## src/rtl/alu_seq_pkg.sv

```systemverilog
// Shared opcodes, ALU op encodings, FSM state and decoded-control types for
// the ALU op sequencer.
package alu_seq_pkg;

  localparam logic [5:0] OP_RTYPE = 6'h00;
  localparam logic [5:0] OP_ADDI  = 6'h08;
  localparam logic [5:0] OP_LW    = 6'h23;
  localparam logic [5:0] OP_SW    = 6'h2B;
  localparam logic [5:0] OP_BEQ   = 6'h04;
  localparam logic [5:0] OP_J     = 6'h02;

  localparam logic [5:0] FN_AND = 6'h24;
  localparam logic [5:0] FN_OR  = 6'h25;
  localparam logic [5:0] FN_ADD = 6'h20;
  localparam logic [5:0] FN_SUB = 6'h22;
  localparam logic [5:0] FN_SLT = 6'h2A;

  localparam logic [2:0] ALU_AND = 3'b000;
  localparam logic [2:0] ALU_OR  = 3'b001;
  localparam logic [2:0] ALU_ADD = 3'b010;
  localparam logic [2:0] ALU_SUB = 3'b110;
  localparam logic [2:0] ALU_SLT = 3'b111;

  localparam logic [1:0] PC_SEQ    = 2'b00;
  localparam logic [1:0] PC_BRANCH = 2'b01;
  localparam logic [1:0] PC_JUMP   = 2'b10;

  typedef enum logic [2:0] {
    ST_IDLE, ST_DECODE, ST_EXEC, ST_MEM, ST_WB, ST_PCUPD, ST_ILLEGAL
  } state_e;

  typedef enum logic [2:0] {
    CLS_NOP, CLS_ALU, CLS_LOAD, CLS_STORE, CLS_BRANCH, CLS_JUMP
  } cls_e;

  typedef struct packed {
    cls_e       cls;
    logic [2:0] alu_op;
    logic       alu_src_imm;
    logic       reg_dst_rd;
  } ctrl_t;

  // PC source for an instruction leaving EXEC straight into the PC update.
  function automatic logic [1:0] pc_sel_for(input cls_e cls, input logic take);
    logic [1:0] sel;
    case (cls)
      CLS_BRANCH: sel = take ? PC_BRANCH : PC_SEQ;
      CLS_JUMP:   sel = PC_JUMP;
      default:    sel = PC_SEQ;
    endcase
    return sel;
  endfunction

endpackage

```

## src/rtl/alu_op_decode.sv

```systemverilog
// Combinational instruction decoder: opcode/funct to ALU op, operand select,
// destination select and instruction class, plus a legal bit.
import alu_seq_pkg::*;

module alu_op_decode (
  input  logic [5:0] opcode,
  input  logic [5:0] funct,
  output ctrl_t      ctrl,
  output logic       legal
);

  // Decode table; unknown encodings fall through as a NOP-class with legal low.
  always_comb begin
    ctrl  = '{cls: CLS_NOP, alu_op: ALU_AND, alu_src_imm: 1'b0, reg_dst_rd: 1'b0};
    legal = 1'b1;
    case (opcode)
      OP_RTYPE: begin
        ctrl.cls        = CLS_ALU;
        ctrl.reg_dst_rd = 1'b1;
        case (funct)
          FN_AND:  ctrl.alu_op = ALU_AND;
          FN_OR:   ctrl.alu_op = ALU_OR;
          FN_ADD:  ctrl.alu_op = ALU_ADD;
          FN_SUB:  ctrl.alu_op = ALU_SUB;
          FN_SLT:  ctrl.alu_op = ALU_SLT;
          default: begin
            ctrl.cls        = CLS_NOP;
            ctrl.reg_dst_rd = 1'b0;
            legal           = 1'b0;
          end
        endcase
      end
      OP_ADDI: ctrl = '{cls: CLS_ALU,    alu_op: ALU_ADD, alu_src_imm: 1'b1, reg_dst_rd: 1'b0};
      OP_LW:   ctrl = '{cls: CLS_LOAD,   alu_op: ALU_ADD, alu_src_imm: 1'b1, reg_dst_rd: 1'b0};
      OP_SW:   ctrl = '{cls: CLS_STORE,  alu_op: ALU_ADD, alu_src_imm: 1'b1, reg_dst_rd: 1'b0};
      OP_BEQ:  ctrl = '{cls: CLS_BRANCH, alu_op: ALU_SUB, alu_src_imm: 1'b0, reg_dst_rd: 1'b0};
      OP_J:    ctrl = '{cls: CLS_JUMP,   alu_op: ALU_AND, alu_src_imm: 1'b0, reg_dst_rd: 1'b0};
      default: legal = 1'b0;
    endcase
  end

endmodule

```

## src/rtl/alu_op_sequencer.sv

```systemverilog
// Multi-cycle MIPS-subset control sequencer (IDLE/DECODE/EXEC/MEM/WB/PCUPD).
// Define ALU_SEQ_ILLEGAL_TRAP_EN to trap unknown instructions in a sticky ILLEGAL state.
import alu_seq_pkg::*;

module alu_op_sequencer (
  input  logic        clk,
  input  logic        rst_n,
  input  logic        ins_valid,
  input  logic [31:0] ins,
  output logic        ins_ready,
  output logic [2:0]  alu_op,
  output logic        alu_src_imm,
  input  logic        zero,
  output logic        mem_re,
  output logic        mem_we,
  input  logic        mem_ack,
  output logic        reg_we,
  output logic        reg_dst_rd,
  output logic        pc_upd,
  output logic [1:0]  pc_sel,
  output logic        illegal
);

  state_e      state_r;
  cls_e        cls_r;
  logic [5:0]  opcode_r;
  logic [5:0]  funct_r;
  logic        ins_ready_r;
  logic [2:0]  alu_op_r;
  logic        alu_src_imm_r;
  logic        mem_re_r;
  logic        mem_we_r;
  logic        reg_we_r;
  logic        reg_dst_rd_r;
  logic        pc_upd_r;
  logic [1:0]  pc_sel_r;
  ctrl_t       dec_ctrl_s;
  logic        dec_legal_s;
  logic        unused_ins_s;

  // Register fields (rs/rt/rd/immediate) are consumed by the datapath, not here.
  assign unused_ins_s = ^ins[25:6];

  alu_op_decode u_decode (
    .opcode (opcode_r),
    .funct  (funct_r),
    .ctrl   (dec_ctrl_s),
    .legal  (dec_legal_s)
  );

`ifdef ALU_SEQ_ILLEGAL_TRAP_EN
  logic illegal_r;
  assign illegal = illegal_r;
`else
  assign illegal = 1'b0;
`endif

  // Sequencer FSM; every output is set on the edge entering the state it belongs to.
  always_ff @(posedge clk or negedge rst_n) begin
    if (!rst_n) begin
      state_r       <= ST_IDLE;
      cls_r         <= CLS_NOP;
      opcode_r      <= 6'h00;
      funct_r       <= 6'h00;
      ins_ready_r   <= 1'b0;
      alu_op_r      <= 3'b000;
      alu_src_imm_r <= 1'b0;
      mem_re_r      <= 1'b0;
      mem_we_r      <= 1'b0;
      reg_we_r      <= 1'b0;
      reg_dst_rd_r  <= 1'b0;
      pc_upd_r      <= 1'b0;
      pc_sel_r      <= PC_SEQ;
`ifdef ALU_SEQ_ILLEGAL_TRAP_EN
      illegal_r     <= 1'b0;
`endif
    end else begin
      case (state_r)
        ST_IDLE: begin
          if (ins_valid && ins_ready_r) begin
            opcode_r    <= ins[31:26];
            funct_r     <= ins[5:0];
            ins_ready_r <= 1'b0;
            state_r     <= ST_DECODE;
          end else begin
            ins_ready_r <= 1'b1;
          end
        end
        ST_DECODE: begin
          alu_op_r      <= dec_ctrl_s.alu_op;
          alu_src_imm_r <= dec_ctrl_s.alu_src_imm;
          reg_dst_rd_r  <= dec_ctrl_s.reg_dst_rd;
          cls_r         <= dec_legal_s ? dec_ctrl_s.cls : CLS_NOP;
`ifdef ALU_SEQ_ILLEGAL_TRAP_EN
          if (!dec_legal_s) begin
            illegal_r <= 1'b1;
            state_r   <= ST_ILLEGAL;
          end else begin
            state_r   <= ST_EXEC;
          end
`else
          state_r       <= ST_EXEC;
`endif
        end
        ST_EXEC: begin
          case (cls_r)
            CLS_ALU: begin
              reg_we_r <= 1'b1;
              state_r  <= ST_WB;
            end
            CLS_LOAD: begin
              mem_re_r <= 1'b1;
              state_r  <= ST_MEM;
            end
            CLS_STORE: begin
              mem_we_r <= 1'b1;
              state_r  <= ST_MEM;
            end
            default: begin
              // beq resolves here: zero is sampled on this edge and held in pc_sel.
              pc_upd_r <= 1'b1;
              pc_sel_r <= pc_sel_for(cls_r, zero);
              state_r  <= ST_PCUPD;
            end
          endcase
        end
        ST_MEM: begin
          if (mem_ack) begin
            mem_re_r <= 1'b0;
            mem_we_r <= 1'b0;
            if (cls_r == CLS_LOAD) begin
              reg_we_r <= 1'b1;
              state_r  <= ST_WB;
            end else begin
              pc_upd_r <= 1'b1;
              pc_sel_r <= PC_SEQ;
              state_r  <= ST_PCUPD;
            end
          end
        end
        ST_WB: begin
          reg_we_r <= 1'b0;
          pc_upd_r <= 1'b1;
          pc_sel_r <= PC_SEQ;
          state_r  <= ST_PCUPD;
        end
        ST_PCUPD: begin
          pc_upd_r    <= 1'b0;
          pc_sel_r    <= PC_SEQ;
          ins_ready_r <= 1'b1;
          state_r     <= ST_IDLE;
        end
        ST_ILLEGAL: begin
          ins_ready_r <= 1'b0;
          state_r     <= ST_ILLEGAL;
        end
        default: begin
          state_r <= ST_IDLE;
        end
      endcase
    end
  end

  assign ins_ready   = ins_ready_r;
  assign alu_op      = alu_op_r;
  assign alu_src_imm = alu_src_imm_r;
  assign mem_re      = mem_re_r;
  assign mem_we      = mem_we_r;
  assign reg_we      = reg_we_r;
  assign reg_dst_rd  = reg_dst_rd_r;
  assign pc_upd      = pc_upd_r;
  assign pc_sel      = pc_sel_r;

endmodule

```

## config.mk

```make
export PLATFORM = sky130hd
export DESIGN_NAME = alu_op_sequencer
export DESIGN_NICKNAME = d
export VERILOG_FILES = /design/src/rtl/alu_seq_pkg.sv /design/src/rtl/alu_op_decode.sv /design/src/rtl/alu_op_sequencer.sv
export SDC_FILE = /design/constraint.sdc
export NUM_CORES = 1
export LEC_CHECK = 0
export CORE_MARGIN = 2
export CORE_UTILIZATION = 45
export DETAILED_ROUTE_END_ITERATION = 7
export GPL_ROUTABILITY_DRIVEN = 0
export PLACE_DENSITY = 0.82
export SYNTH_ARGS = -nofsm -noshare
export SYNTH_HDL_FRONTEND = slang
export SYNTH_SLANG_ARGS = --single-unit
```

## constraint.sdc

```tcl
create_clock -name clk -period 2.1 [get_ports clk]
set_input_delay 0.42 -clock clk [delete_from_list [all_inputs] [get_ports clk]]
set_output_delay 0.42 -clock clk [all_outputs]
set_load 0.05 [all_outputs]
```

==> impl_metrics.toml <==
[global_routing]
grt_usage = 0.168
grt_pass1_vias = 1217
antenna_found_initial = 0
grt_pass1_wl_um = 5380
grt_max_degree = 31
overflow = 0

[placement]
io_buffers = 28
dpl.hpwl_um = 2250
dpl.cell_count = 222

[cells_and_area]
antenna_cells = 0
area_growth_pct = 23.4
nets = 220
drive_above_1_share = 0.158
fillers = 284
ff_latch_area_um2 = 751
layout_common_cells = "dfrtp_1, clkdlybuf4s50_1, nand2_1, o21ai_0, mux2_2"
fin_cells = 230
multi_input_comb_area_um2 = 776
final_common_cell = "dfrtp_1"

[pwr]
pwr-share-comb = 0.044
seqPwrFrac = 0.539
powerDensity_nw_per_um2 = 541
p_clk_frac = 0.417
peakVddDrop_uv = 318
intPower_w = 0.000857
net-switching-power_w = 0.000214
leakagePower_nw = 0.828
swShare = 0.200

[sta]
tns_ps = 0
period_minus_slack_ps = 1990
rsz0062_at_grt = "false"
setup_viol = 0
hold_violations = 0
fin_skew_ps = 7.87
tightest_slew_ps = 569
final_max_slew_viol_count = 0
relSlewSlack = 0.611
fmax_mhz = 503
period_share = 0.947

[critical_path]
r2r-start = "state_r[2]"
critPathCaptureType = "output port"
critical_path_class = "reg2out"
worst_r2r_path_depth = 4
required_ps = 1680
crit_path_max_fanout = 6
slowest_stage = "clkdlybuf4s50_1"
cp-endpoint = "ins_ready"
worst-path-stages = 1
reg2reg_slack_ps = 300
crit_path_start_kind = "register"
max_stage_delay_ps = 820
crit_start = "ins_ready"
critPathArrivalTime_ps = 1570
worst-path-buf-inv = 1
reg2reg_to = "pc_sel[0]"
path_cells = "clkdlybuf4s50_1"
path_delay_family = "buffers and inverters"

[flow_run]
maxCapViolations = 0

[logic_synthesis]
seq_area_frac_synth = 0.469
yosys.cell_types.count = 47
synth.top_cell.area_share = 0.469
synth_area_um2 = 1600
syn-num-nets = 192
synth_edf_count = 0
postSynthRegisterBits = 30
syn_inst = 155
yosys.area.top_type = "dfrtp_1"
ys_top_cells_by_area = "dfrtp_1, mux2_2, nand2_1"
async_flop_share = 1.00
syn_avg_cell_area_um2 = 10.3
ys.warnings.count = 0
dominantRegCellSynth = "dfrtp_1"

[floorplanning]
die_h_um = 63.7
die-width_um = 63.7
num_io_pins = 50
rows = 21
start_util = 0.472
dieArea_um2 = 4050
coreArea_um2 = 3390

[clock_network]
cts_tree = "done"
path_clk_slew_ps = 90
ctsHoldBuffers = 0
cts_inserted_buffers = 5
cts_num_sinks = 30
htreeDepth = 2
cts_resized = 0
postCtsSetupBuffers = 0
insertion_delay_ps = 320
cts_root_buffer = "clkbuf_4"
cts_buffer_depth = 2

[drt]
vias = 1270
routed_via_density = 5.52
drcViolationCount = 0
routed_wl_um = 3120
wl_per_cell_um = 13.6
drt_iter0_markers = 125
antenna_left = 0
dr.pass1.iters = 4

[min_path]
hold_path_class = "in2async"

[outcome]
status = "complete, no violations"
## cell usage after synthesis, types with 3 or more instances
master	count
a2111oi_0	3
a21oi_1	7
buf_2	6
dfrtp_1	30
inv_1	4
mux2_2	13
nand2_1	21
nand2b_1	3
nor2_1	4
nor2b_1	6
o21ai_0	15
## power by group through the flow
stage | clock (W) | sequential (W) | combinational [W]
2_1_floorplan | 0 | 0.000589 | 0.00000556
3_3_place_gp | 0 | 0.000589 | 0.0000463
3_5_place_dp | 0 | 0.000589 | 0.0000480
4_1_cts | 0.000462 | 0.000577 | 0.0000482
5_1_grt | 0.000492 | 0.000577 | 0.0000517
6_report | 0.000446 | 0.000577 | 0.0000471
## flip-flops by register name, indices dropped and copies added, names as in the netlist
signal / flops
ins_ready: 1
pc_sel: 2
funct_r: 6
pc_upd: 1
opcode_r: 6
cls_r: 3
alu_op: 3
reg_dst_rd: 1
reg_we: 1
mem_re: 1
state_r: 3
mem_we: 1
alu_src_imm: 1
## layer usage
metal  vias up  wire length, µm  GRT usage
li1        626                -          -
met1       598             1360      0.199
met2        42             1580      0.295
met3         4              175     0.0554
met4         0               16     0.0408
met5         -                0          0
## cells by family after synthesis
group	after synthesis	share of synthesized area
multiplexers	13	0.0914
AO/OA/AOI/OAI	44	0.188
other	1	0.00234
buffers and inverters	14	0.0469
XOR/XNOR	1	0.00547
flip-flops	30	0.469
AND/OR/NAND/NOR	52	0.198
## cell type report
| type | instances | area share |
|---|---|---|
| Clock buffer | 7 | 0.0228 |
| Clock inverter | 1 | 0.0152 |
| Inverter | 4 | 0.00759 |
| Multi-Input combinational cell | 111 | 0.392 |
| Sequential cell | 30 | 0.380 |
| Tap cell | 46 | 0.0291 |
| Timing Repair Buffer | 31 | 0.153 |
## worst min path at each step
stage | from | end | slack (ps) | cells after the start
floorplan | rst_n | alu_op[0] | 120 | 0
global placement | alu_op[0] | alu_op[0] | 470 | 2
detailed placement | alu_op[2] | alu_op[2] | 480 | 2
CTS | rst_n | mem_we | 490 | 2
global route | rst_n | opcode_r[4] | 500 | 2
finish | rst_n | state_r[2] | 480 | 2
## metrics by stage
stage	area (µm²)	setup slack [ps]	hold WS [ps]	power (W)	utilization
floorplan	1600	328	124	0.000594	-
global placement	1900	226	468	0.000635	0.561
detailed placement	1900	196	477	0.000637	0.561
CTS	1980	88.6	486	0.00109	0.583
global route	1980	42.8	505	0.00112	0.583
finish	1980	111	483	0.00107	0.583
No activity file was read; power rests on OpenSTA's default activity.
